<file path="src/rtl/mc_controller_pkg.sv">
// -----------------------------------------------------------------------------
// mc_ctrl_pkg
// Shared definitions for the multicycle ARM-subset control unit: FSM state
// encoding, ALUControl codes, condition codes, opcode encodings, datapath
// select constants and the DP-instruction ALU decode helper.
// -----------------------------------------------------------------------------
package mc_ctrl_pkg;

    // Controller states; one instruction walks FETCH -> DECODE -> ... -> FETCH.
    typedef enum logic [3:0] {
        S_FETCH    = 4'd0,
        S_DECODE   = 4'd1,
        S_MEMADR   = 4'd2,
        S_MEMREAD  = 4'd3,
        S_MEMWB    = 4'd4,
        S_MEMWRITE = 4'd5,
        S_EXECR    = 4'd6,
        S_EXECI    = 4'd7,
        S_ALUWB    = 4'd8,
        S_BRANCH   = 4'd9
    } state_e;

    // ALUControl codes.
    localparam logic [1:0] ALU_ADD = 2'b00;
    localparam logic [1:0] ALU_SUB = 2'b01;
    localparam logic [1:0] ALU_AND = 2'b10;
    localparam logic [1:0] ALU_ORR = 2'b11;

    // Condition field encodings.
    localparam logic [3:0] COND_EQ = 4'b0000;
    localparam logic [3:0] COND_NE = 4'b0001;
    localparam logic [3:0] COND_CS = 4'b0010;
    localparam logic [3:0] COND_CC = 4'b0011;
    localparam logic [3:0] COND_MI = 4'b0100;
    localparam logic [3:0] COND_PL = 4'b0101;
    localparam logic [3:0] COND_VS = 4'b0110;
    localparam logic [3:0] COND_VC = 4'b0111;
    localparam logic [3:0] COND_HI = 4'b1000;
    localparam logic [3:0] COND_LS = 4'b1001;
    localparam logic [3:0] COND_GE = 4'b1010;
    localparam logic [3:0] COND_LT = 4'b1011;
    localparam logic [3:0] COND_GT = 4'b1100;
    localparam logic [3:0] COND_LE = 4'b1101;
    localparam logic [3:0] COND_AL = 4'b1110;

    // Opcode encodings (instruction bits [27:26]).
    localparam logic [1:0] OP_DP  = 2'b00;
    localparam logic [1:0] OP_MEM = 2'b01;
    localparam logic [1:0] OP_B   = 2'b10;

    // DP command field encodings.
    localparam logic [3:0] CMD_ADD = 4'b0100;
    localparam logic [3:0] CMD_SUB = 4'b0010;
    localparam logic [3:0] CMD_AND = 4'b0000;
    localparam logic [3:0] CMD_ORR = 4'b1100;
    localparam logic [3:0] CMD_CMP = 4'b1010;

    // Datapath select constants.
    localparam logic [1:0] SRCA_REG   = 2'b00;
    localparam logic [1:0] SRCA_PC    = 2'b01;
    localparam logic [1:0] SRCB_REG   = 2'b00;
    localparam logic [1:0] SRCB_IMM   = 2'b01;
    localparam logic [1:0] SRCB_FOUR  = 2'b10;
    localparam logic [1:0] RES_ALUOUT = 2'b00;
    localparam logic [1:0] RES_DATA   = 2'b01;
    localparam logic [1:0] RES_ALU    = 2'b10;

    // Result of decoding a DP command field.
    typedef struct packed {
        logic [1:0] alu_ctrl;
        logic       no_write;   // result is not written back
        logic       arith;      // ADD/SUB: C and V are meaningful
        logic       cmp;        // CMP: updates all four flags
    } alu_dec_t;

    function automatic alu_dec_t alu_decode(input logic [3:0] cmd);
        alu_dec_t d;
        d = '{alu_ctrl: ALU_ADD, no_write: 1'b1, arith: 1'b0, cmp: 1'b0};
        case (cmd)
            CMD_ADD: d = '{alu_ctrl: ALU_ADD, no_write: 1'b0, arith: 1'b1, cmp: 1'b0};
            CMD_SUB: d = '{alu_ctrl: ALU_SUB, no_write: 1'b0, arith: 1'b1, cmp: 1'b0};
            CMD_AND: d = '{alu_ctrl: ALU_AND, no_write: 1'b0, arith: 1'b0, cmp: 1'b0};
            CMD_ORR: d = '{alu_ctrl: ALU_ORR, no_write: 1'b0, arith: 1'b0, cmp: 1'b0};
            CMD_CMP: d = '{alu_ctrl: ALU_SUB, no_write: 1'b1, arith: 1'b1, cmp: 1'b1};
            default: d = '{alu_ctrl: ALU_ADD, no_write: 1'b1, arith: 1'b0, cmp: 1'b0};
        endcase
        return d;
    endfunction

endpackage

</file>
<file path="src/rtl/mc_controller_cond_unit.sv">
// -----------------------------------------------------------------------------
// cond_unit
// Holds the {N,Z,C,V} flag register and evaluates the instruction condition
// against the registered flags.
// Ports:
//   clk, reset     - clock, synchronous active-high reset (flags -> 0000)
//   cond_i         - instruction condition field
//   alu_flags_i    - {N,Z,C,V} produced by the ALU this cycle
//   flag_w_i       - [1] update N,Z ; [0] update C,V
//   flag_upd_i     - strobe: this cycle's ALU result may update the flags
//   cond_ex_o      - condition passed
// -----------------------------------------------------------------------------
module cond_unit
    import mc_ctrl_pkg::*;
(
    input  logic       clk,
    input  logic       reset,
    input  logic [3:0] cond_i,
    input  logic [3:0] alu_flags_i,
    input  logic [1:0] flag_w_i,
    input  logic       flag_upd_i,
    output logic       cond_ex_o
);

    logic [3:0] flags_q;
    logic [3:0] flags_d;
    logic       n_s, z_s, c_s, v_s;

    assign {n_s, z_s, c_s, v_s} = flags_q;

    // Condition evaluation on the registered flags.
    always_comb begin
        cond_ex_o = 1'b0;
        case (cond_i)
            COND_EQ: cond_ex_o = z_s;
            COND_NE: cond_ex_o = ~z_s;
            COND_CS: cond_ex_o = c_s;
            COND_CC: cond_ex_o = ~c_s;
            COND_MI: cond_ex_o = n_s;
            COND_PL: cond_ex_o = ~n_s;
            COND_VS: cond_ex_o = v_s;
            COND_VC: cond_ex_o = ~v_s;
            COND_HI: cond_ex_o = c_s & ~z_s;
            COND_LS: cond_ex_o = ~c_s | z_s;
            COND_GE: cond_ex_o = (n_s == v_s);
            COND_LT: cond_ex_o = (n_s != v_s);
            COND_GT: cond_ex_o = ~z_s & (n_s == v_s);
            COND_LE: cond_ex_o = z_s | (n_s != v_s);
            COND_AL: cond_ex_o = 1'b1;
            default: cond_ex_o = 1'b0;
        endcase
    end

    // Next flag value: each half updates only when enabled and the condition held.
    always_comb begin
        flags_d      = flags_q;
        flags_d[3:2] = (flag_upd_i & cond_ex_o & flag_w_i[1]) ? alu_flags_i[3:2] : flags_q[3:2];
        flags_d[1:0] = (flag_upd_i & cond_ex_o & flag_w_i[0]) ? alu_flags_i[1:0] : flags_q[1:0];
    end

    // Flag register.
    always_ff @(posedge clk) begin
        if (reset) begin
            flags_q <= 4'b0000;
        end else begin
            flags_q <= flags_d;
        end
    end

endmodule

</file>
<file path="src/rtl/mc_controller.sv">
// -----------------------------------------------------------------------------
// mc_controller
// Multicycle control unit for the ARM-subset core. Sequences FETCH / DECODE /
// EXECUTE / WB, drives datapath selects and write enables, and owns the
// condition flags (via cond_unit).
// Ports:
//   clk, reset            - clock, synchronous active-high reset
//   Cond, Op, Funct, Rd   - fields from the instruction register
//   ALUFlags              - {N,Z,C,V} from the ALU
//   PCWrite, MemWrite, RegWrite, IRWrite - write enables
//   AdrSrc, RegSrc, ALUSrcA, ALUSrcB, ResultSrc, ImmSrc, ALUControl - selects
//   instr_count           - retired-instruction counter (MC_INSTR_CNT_EN only)
// Optional feature macro: MC_INSTR_CNT_EN
// -----------------------------------------------------------------------------
module mc_controller
    import mc_ctrl_pkg::*;
#(
    parameter int CNT_W = 32
)
(
    input  logic       clk,
    input  logic       reset,
    input  logic [3:0] Cond,
    input  logic [1:0] Op,
    input  logic [5:0] Funct,
    input  logic [3:0] Rd,
    input  logic [3:0] ALUFlags,
`ifdef MC_INSTR_CNT_EN
    output logic [CNT_W-1:0] instr_count,
`endif
    output logic       PCWrite,
    output logic       MemWrite,
    output logic       RegWrite,
    output logic       IRWrite,
    output logic       AdrSrc,
    output logic [1:0] RegSrc,
    output logic [1:0] ALUSrcA,
    output logic [1:0] ALUSrcB,
    output logic [1:0] ResultSrc,
    output logic [1:0] ImmSrc,
    output logic [1:0] ALUControl
);

    state_e     state_q, state_d;
    alu_dec_t   dec_s;
    logic [1:0] flag_w_s;
    logic       flag_upd_s;
    logic       cond_ex_s;
    logic       next_pc_s, branch_s, reg_w_s, mem_w_s, ir_write_s;

    assign dec_s = alu_decode(Funct[4:1]);

    // N,Z follow S; C,V only for arithmetic; CMP always writes all four.
    assign flag_w_s[1] = Funct[0] | dec_s.cmp;
    assign flag_w_s[0] = (Funct[0] & dec_s.arith) | dec_s.cmp;

    cond_unit u_cond (
        .clk         (clk),
        .reset       (reset),
        .cond_i      (Cond),
        .alu_flags_i (ALUFlags),
        .flag_w_i    (flag_w_s),
        .flag_upd_i  (flag_upd_s),
        .cond_ex_o   (cond_ex_s)
    );

    // State register.
    always_ff @(posedge clk) begin
        if (reset) begin
            state_q <= S_FETCH;
        end else begin
            state_q <= state_d;
        end
    end

    // Next-state logic and Moore-decoded controls.
    always_comb begin
        state_d    = state_q;
        next_pc_s  = 1'b0;
        branch_s   = 1'b0;
        reg_w_s    = 1'b0;
        mem_w_s    = 1'b0;
        ir_write_s = 1'b0;
        flag_upd_s = 1'b0;
        AdrSrc     = 1'b0;
        ALUSrcA    = SRCA_REG;
        ALUSrcB    = SRCB_REG;
        ResultSrc  = RES_ALUOUT;
        ALUControl = ALU_ADD;
        case (state_q)
            S_FETCH: begin
                ir_write_s = 1'b1;
                next_pc_s  = 1'b1;
                ALUSrcA    = SRCA_PC;
                ALUSrcB    = SRCB_FOUR;
                ResultSrc  = RES_ALU;
                state_d    = S_DECODE;
            end
            S_DECODE: begin
                ALUSrcA   = SRCA_PC;
                ALUSrcB   = SRCB_FOUR;
                ResultSrc = RES_ALU;
                case (Op)
                    OP_MEM:  state_d = S_MEMADR;
                    OP_DP:   state_d = Funct[5] ? S_EXECI : S_EXECR;
                    OP_B:    state_d = S_BRANCH;
                    default: state_d = S_FETCH;
                endcase
            end
            S_MEMADR: begin
                ALUSrcB = SRCB_IMM;
                state_d = Funct[0] ? S_MEMREAD : S_MEMWRITE;
            end
            S_MEMREAD: begin
                AdrSrc  = 1'b1;
                state_d = S_MEMWB;
            end
            S_MEMWB: begin
                ResultSrc = RES_DATA;
                reg_w_s   = 1'b1;
                state_d   = S_FETCH;
            end
            S_MEMWRITE: begin
                AdrSrc  = 1'b1;
                mem_w_s = 1'b1;
                state_d = S_FETCH;
            end
            S_EXECR: begin
                ALUSrcB    = SRCB_REG;
                ALUControl = dec_s.alu_ctrl;
                flag_upd_s = 1'b1;
                state_d    = S_ALUWB;
            end
            S_EXECI: begin
                ALUSrcB    = SRCB_IMM;
                ALUControl = dec_s.alu_ctrl;
                flag_upd_s = 1'b1;
                state_d    = S_ALUWB;
            end
            S_ALUWB: begin
                ResultSrc = RES_ALUOUT;
                reg_w_s   = ~dec_s.no_write;
                state_d   = S_FETCH;
            end
            S_BRANCH: begin
                ALUSrcB   = SRCB_IMM;
                ResultSrc = RES_ALU;
                branch_s  = 1'b1;
                state_d   = S_FETCH;
            end
            default: begin
                state_d = S_FETCH;
            end
        endcase
    end

    // Condition-gated write enables, forced off while reset is asserted.
    always_comb begin
        PCWrite  = ~reset & (next_pc_s | (cond_ex_s & (branch_s | (reg_w_s & (Rd == 4'd15)))));
        MemWrite = ~reset & mem_w_s & cond_ex_s;
        RegWrite = ~reset & reg_w_s & cond_ex_s;
        IRWrite  = ~reset & ir_write_s;
    end

    // Register-file read selects depend only on the instruction class.
    always_comb begin
        case (Op)
            OP_MEM:  RegSrc = 2'b10;
            OP_B:    RegSrc = 2'b01;
            default: RegSrc = 2'b00;
        endcase
    end

    assign ImmSrc = Op;

`ifdef MC_INSTR_CNT_EN
    logic [CNT_W-1:0] cnt_q;

    // Retired-instruction counter: every return to FETCH counts, taken or not.
    always_ff @(posedge clk) begin
        if (reset) begin
            cnt_q <= '0;
        end else if ((state_q != S_FETCH) && (state_d == S_FETCH)) begin
            cnt_q <= cnt_q + CNT_W'(1);
        end else begin
            cnt_q <= cnt_q;
        end
    end

    assign instr_count = cnt_q;
`else
    // CNT_W only sizes the counter; keep it referenced in the counter-less build.
    logic unused_cnt_w_s;
    assign unused_cnt_w_s = (CNT_W > 0);
`endif

endmodule
</file>
<file path="config.mk">
export PLATFORM = sky130hd
export DESIGN_NAME = mc_controller
export DESIGN_NICKNAME = d
export VERILOG_FILES = /design/src/rtl/mc_controller_pkg.sv /design/src/rtl/mc_controller_cond_unit.sv /design/src/rtl/mc_controller.sv
export SDC_FILE = /design/constraint.sdc
export NUM_CORES = 1
export LEC_CHECK = 0
export ABC_AREA = 1
export CAP_MARGIN = 30
export CELL_PAD_IN_SITES_DETAIL_PLACEMENT = 0
export CELL_PAD_IN_SITES_GLOBAL_PLACEMENT = 1
export CORE_MARGIN = 5
export CORE_UTILIZATION = 25
export CTS_CLUSTER_DIAMETER = 80
export CTS_CLUSTER_SIZE = 16
export DETAILED_ROUTE_END_ITERATION = 6
export GPL_TIMING_DRIVEN = 1
export PLACE_DENSITY = 0.77
export SETUP_SLACK_MARGIN = 0.3
export SYNTH_ARGS = -nofsm -noshare
export SYNTH_HDL_FRONTEND = slang
export SYNTH_SLANG_ARGS = --single-unit
</file>
<file path="constraint.sdc">
create_clock -name clk -period 1.7 [get_ports clk]
set_input_delay 0.34 -clock clk [delete_from_list [all_inputs] [get_ports clk]]
set_output_delay 0.34 -clock clk [all_outputs]
set_load 0.02 [all_outputs]
</file>
==> impl_metrics.csv <==
group,metric,value,unit
outcome,status,"finished with violations",
outcome,violations,"negative setup slack",
global_route,grt_max_degree,7,
detailed_routing,drc,0,
placement,hpwl,2.54,mm
clock_network,cts_buffers,3,
setup_path,end_kind,"output port",
sta,max_freq,538,MHz
synth,async_reset_ff_share,0,%
synth,synth.area.top_cells,"nand2_1 21%, dfxtp_1 19%, inv_1 14%",
setup_path,cp.required,1.36,ns
floorplanning,io_pins,39,
sta,maxSlewViolCount,0,
final_layout,finalNetCount,283,
global_route,antenna_found_initial,0,
pwr,ir_worst_vdd,0.000412,V
detailed_routing,num_vias,1381,
synth,synth.distinct_cells,19,
floorplanning,die_h,68.5,µm
placement,gp_congestion,0.914,
detailed_routing,routedWlPerCell,11.9,µm
placement,port-buffer-count,37,
clock_network,cts_tree,"built",
pwr,leakagePower,0.000961,µW
floorplanning,fp.dieArea,0.00469,mm²
synth,synthAdderAreaFrac,0,%
final_layout,drive_above_1_share,56.0,%
flow_run,cap_violations,0,
synth,synth-simple-area-share,54.2,%
sta,holdWs,0.594,ns
clock_network,clock-sinks,8,
floorplanning,initial_core_util,25.6,%
hold_path,hp-class,"input pin to flop",
final_layout,diodes,0,
synth,yosys_warnings,0,
final_layout,nFillCells,341,
setup_path,critPathKind,"flop to output port",
clock_network,clk_latency,0.25,ns
global_route,grt_overflow_total,0,
sta,min_period_over_period,109,%
sta,finClkSkew,0.000338,ns
placement,dp_slack,-0.994,ns
setup_path,cp.arrival,1.52,ns
sta,setup_violations,8,
synth,synth_edf_count,0,
setup_path,start_kind,"flop",
setup_path,cp_max_fo,4,
sta,hold_viol_final,0,
detailed_routing,drt_pass1_iterations,4,
synth,yosys.area.top_type,"nand2_1",
clock_network,cts_buffer_depth,2,
detailed_routing,ant_nets,0,
sta,grt_setup_unrepaired,"yes",
clock_network,clkTransAtPathRegs,0.05,ns
clock_network,postCtsHoldBufs,0,
sta,min_period,1.86,ns
synth,yosys.area.top_type_share,21.5,%
sta,worst_slack,-0.158,ns
global_route,grt_pass1_wl,5.96,mm
clock_network,htree_num_levels,1,
floorplanning,die-width,68.5,µm
final_layout,register_area,180,µm²
global_route,grt_use_total,16.6,%
global_route,grt_pass1_vias,1422,
synth,synth_top_family_by_area,"simple AND/OR/NAND/NOR gates",
synth,synth_ff_type,"dfxtp_1",
synth,postSynthCellCount,168,
pwr,powerDensity,461,mW/mm²
synth,synth-compound-area-share,9.06,%
final_layout,multi_input_area,796,µm²
synth,avgSynthCellArea,5.09,µm²
final_layout,syn2layout_area_growth,133,%
synth,synth_seq_cells,8,
detailed_routing,viasPerCell,4.53,
synth,synthMuxAreaShare,0,%
floorplanning,rows,21,
synth,syn_nets,190,
detailed_routing,routed_wl,3.64,mm
sta,tns,-0.900,ns
detailed_routing,first_iter_violations,61,
synth,seq_area_frac_synth,18.7,%
synth,yosys.area_share.xor_xnor,0,%
floorplanning,core_area,0.00334,mm²
clock_network,cts-root-buf,"clkbuf_4",
synth,synth.cell_area,856,µm²
-- layer usage --
metal / up-vias / share of wire, % / wire length, µm / track usage, %
met4: 0 / 1.4 / 50 / 3.97
met5: - / 0 / 0 / 0
met2: 45 / 56 / 2020 / 31.8
li1: 697 / - / - / -
met3: 6 / 5.6 / 202 / 4.86
met1: 633 / 37 / 1360 / 17.5
-- worst max-delay path, cell delays in order (launching register included) --
cell and delay, ns:
dfxtp_4 0.36, inv_4 0.07, nand2_2 0.06, nand3_2 0.07
nand2_2 0.05, nand2_1 0.05, nand2_1 0.06, nor2_2 0.15
nand2_4 0.09, nand2_8 0.09, o22ai_4 0.06, buf_6 0.14
-- metrics by stage --
| stage | area [µm²] | instances | total power [µW] | util [%] |
|---|---|---|---|---|
| 2_1_floorplan | 937 | 168 | 391 | - |
| 3_3_place_gp | 1610 | 283 | 615 | 48.1 |
| 3_5_place_dp | 1610 | 283 | 618 | 48.1 |
| 4_1_cts | 1860 | 299 | 867 | 55.8 |
| 5_1_grt | 2000 | 305 | 981 | 59.9 |
| 6_report | 2000 | 305 | 921 | 59.9 |
-- final cells by class --
| cell class | count | share of cell area (%) |
|---|---|---|
| clock buffer | 3 | 1.13 |
| inverter | 34 | 6.70 |
| sequential | 8 | 9.02 |
| multi-input combinational | 123 | 39.8 |
| timing repair buffer | 91 | 40.5 |
| tap | 46 | 2.88 |
-- Yosys cell counts, drive strengths merged, types with 2 or more instances --
library cell / n
nor2: 33
clkinv: 2
a21oi: 7
o211ai: 2
nand3: 19
nor3: 2
buf: 3
nand4: 4
o21ai: 3
dfxtp: 8
nand2: 50
inv: 32
-- flip-flops by register name (all words and copies together), names as in the netlist --
name,count
state_q,4
u_cond.flags_q,4
-- cell usage in the layout, fill, tap and decap left out --
cell / count
clkbuf_4: 3
a21oi_1: 3
dlygate4sd2_1: 8
nor3_2: 1
nor2_4: 14
a31oi_1: 1
nand2_2: 10
nor2_2: 7
nand3_1: 13
inv_4: 2
buf_2: 4
buf_8: 1
o21ai_0: 1
o21ai_2: 2
inv_2: 11
buf_6: 24
dfxtp_4: 4
nand4_1: 4
buf_4: 43
dfxtp_2: 4
nand2_4: 2
nand2_1: 37
o211ai_1: 2
nor3_1: 1
nand2_8: 1
a21oi_2: 4
nor2_1: 12
conb_1: 1
nand3_4: 3
clkinv_2: 1
clkdlybuf4s50_1: 11
inv_1: 19
o22ai_4: 1
nand3_2: 3
clkinv_1: 1
-- path summary, 6_finish.rpt --
check                 endpoint              start  slack, ns  cells past startpoint
max                    PCWrite  u_cond.flags_q[3]      -0.16                     11
min                 state_q[0]              Op[1]       0.59                      3
max reg2reg  u_cond.flags_q[3]  u_cond.flags_q[3]      -0.12                     17
min reg2reg  u_cond.flags_q[1]  u_cond.flags_q[1]       0.65                      5
-- kinds of logic after synthesis --
| family | count (synthesis) |
|---|---|
| other | 1 |
| and+or+nand+nor | 108 |
| DFF | 8 |
| buffers and inverters | 37 |
| AOI/OAI and AO/OA | 14 |
-- where the power goes --
part	internal, µW	switching [µW]
logic	300	278
clock network	80.6	62.0
registers	193	8.08
total	573	348
-- what timing repair did --
| action | 4_1_cts | 5_1_grt |
|---|---|---|
| setup buffers | 13 | 6 |
| pin swaps | 25 | 13 |
| setup endpoints to repair | 21 | 18 |
| endpoints found under the hold margin | 0 | 0 |
| resized for setup | 156 | 31 |
(Power assumes the default switching activity.)
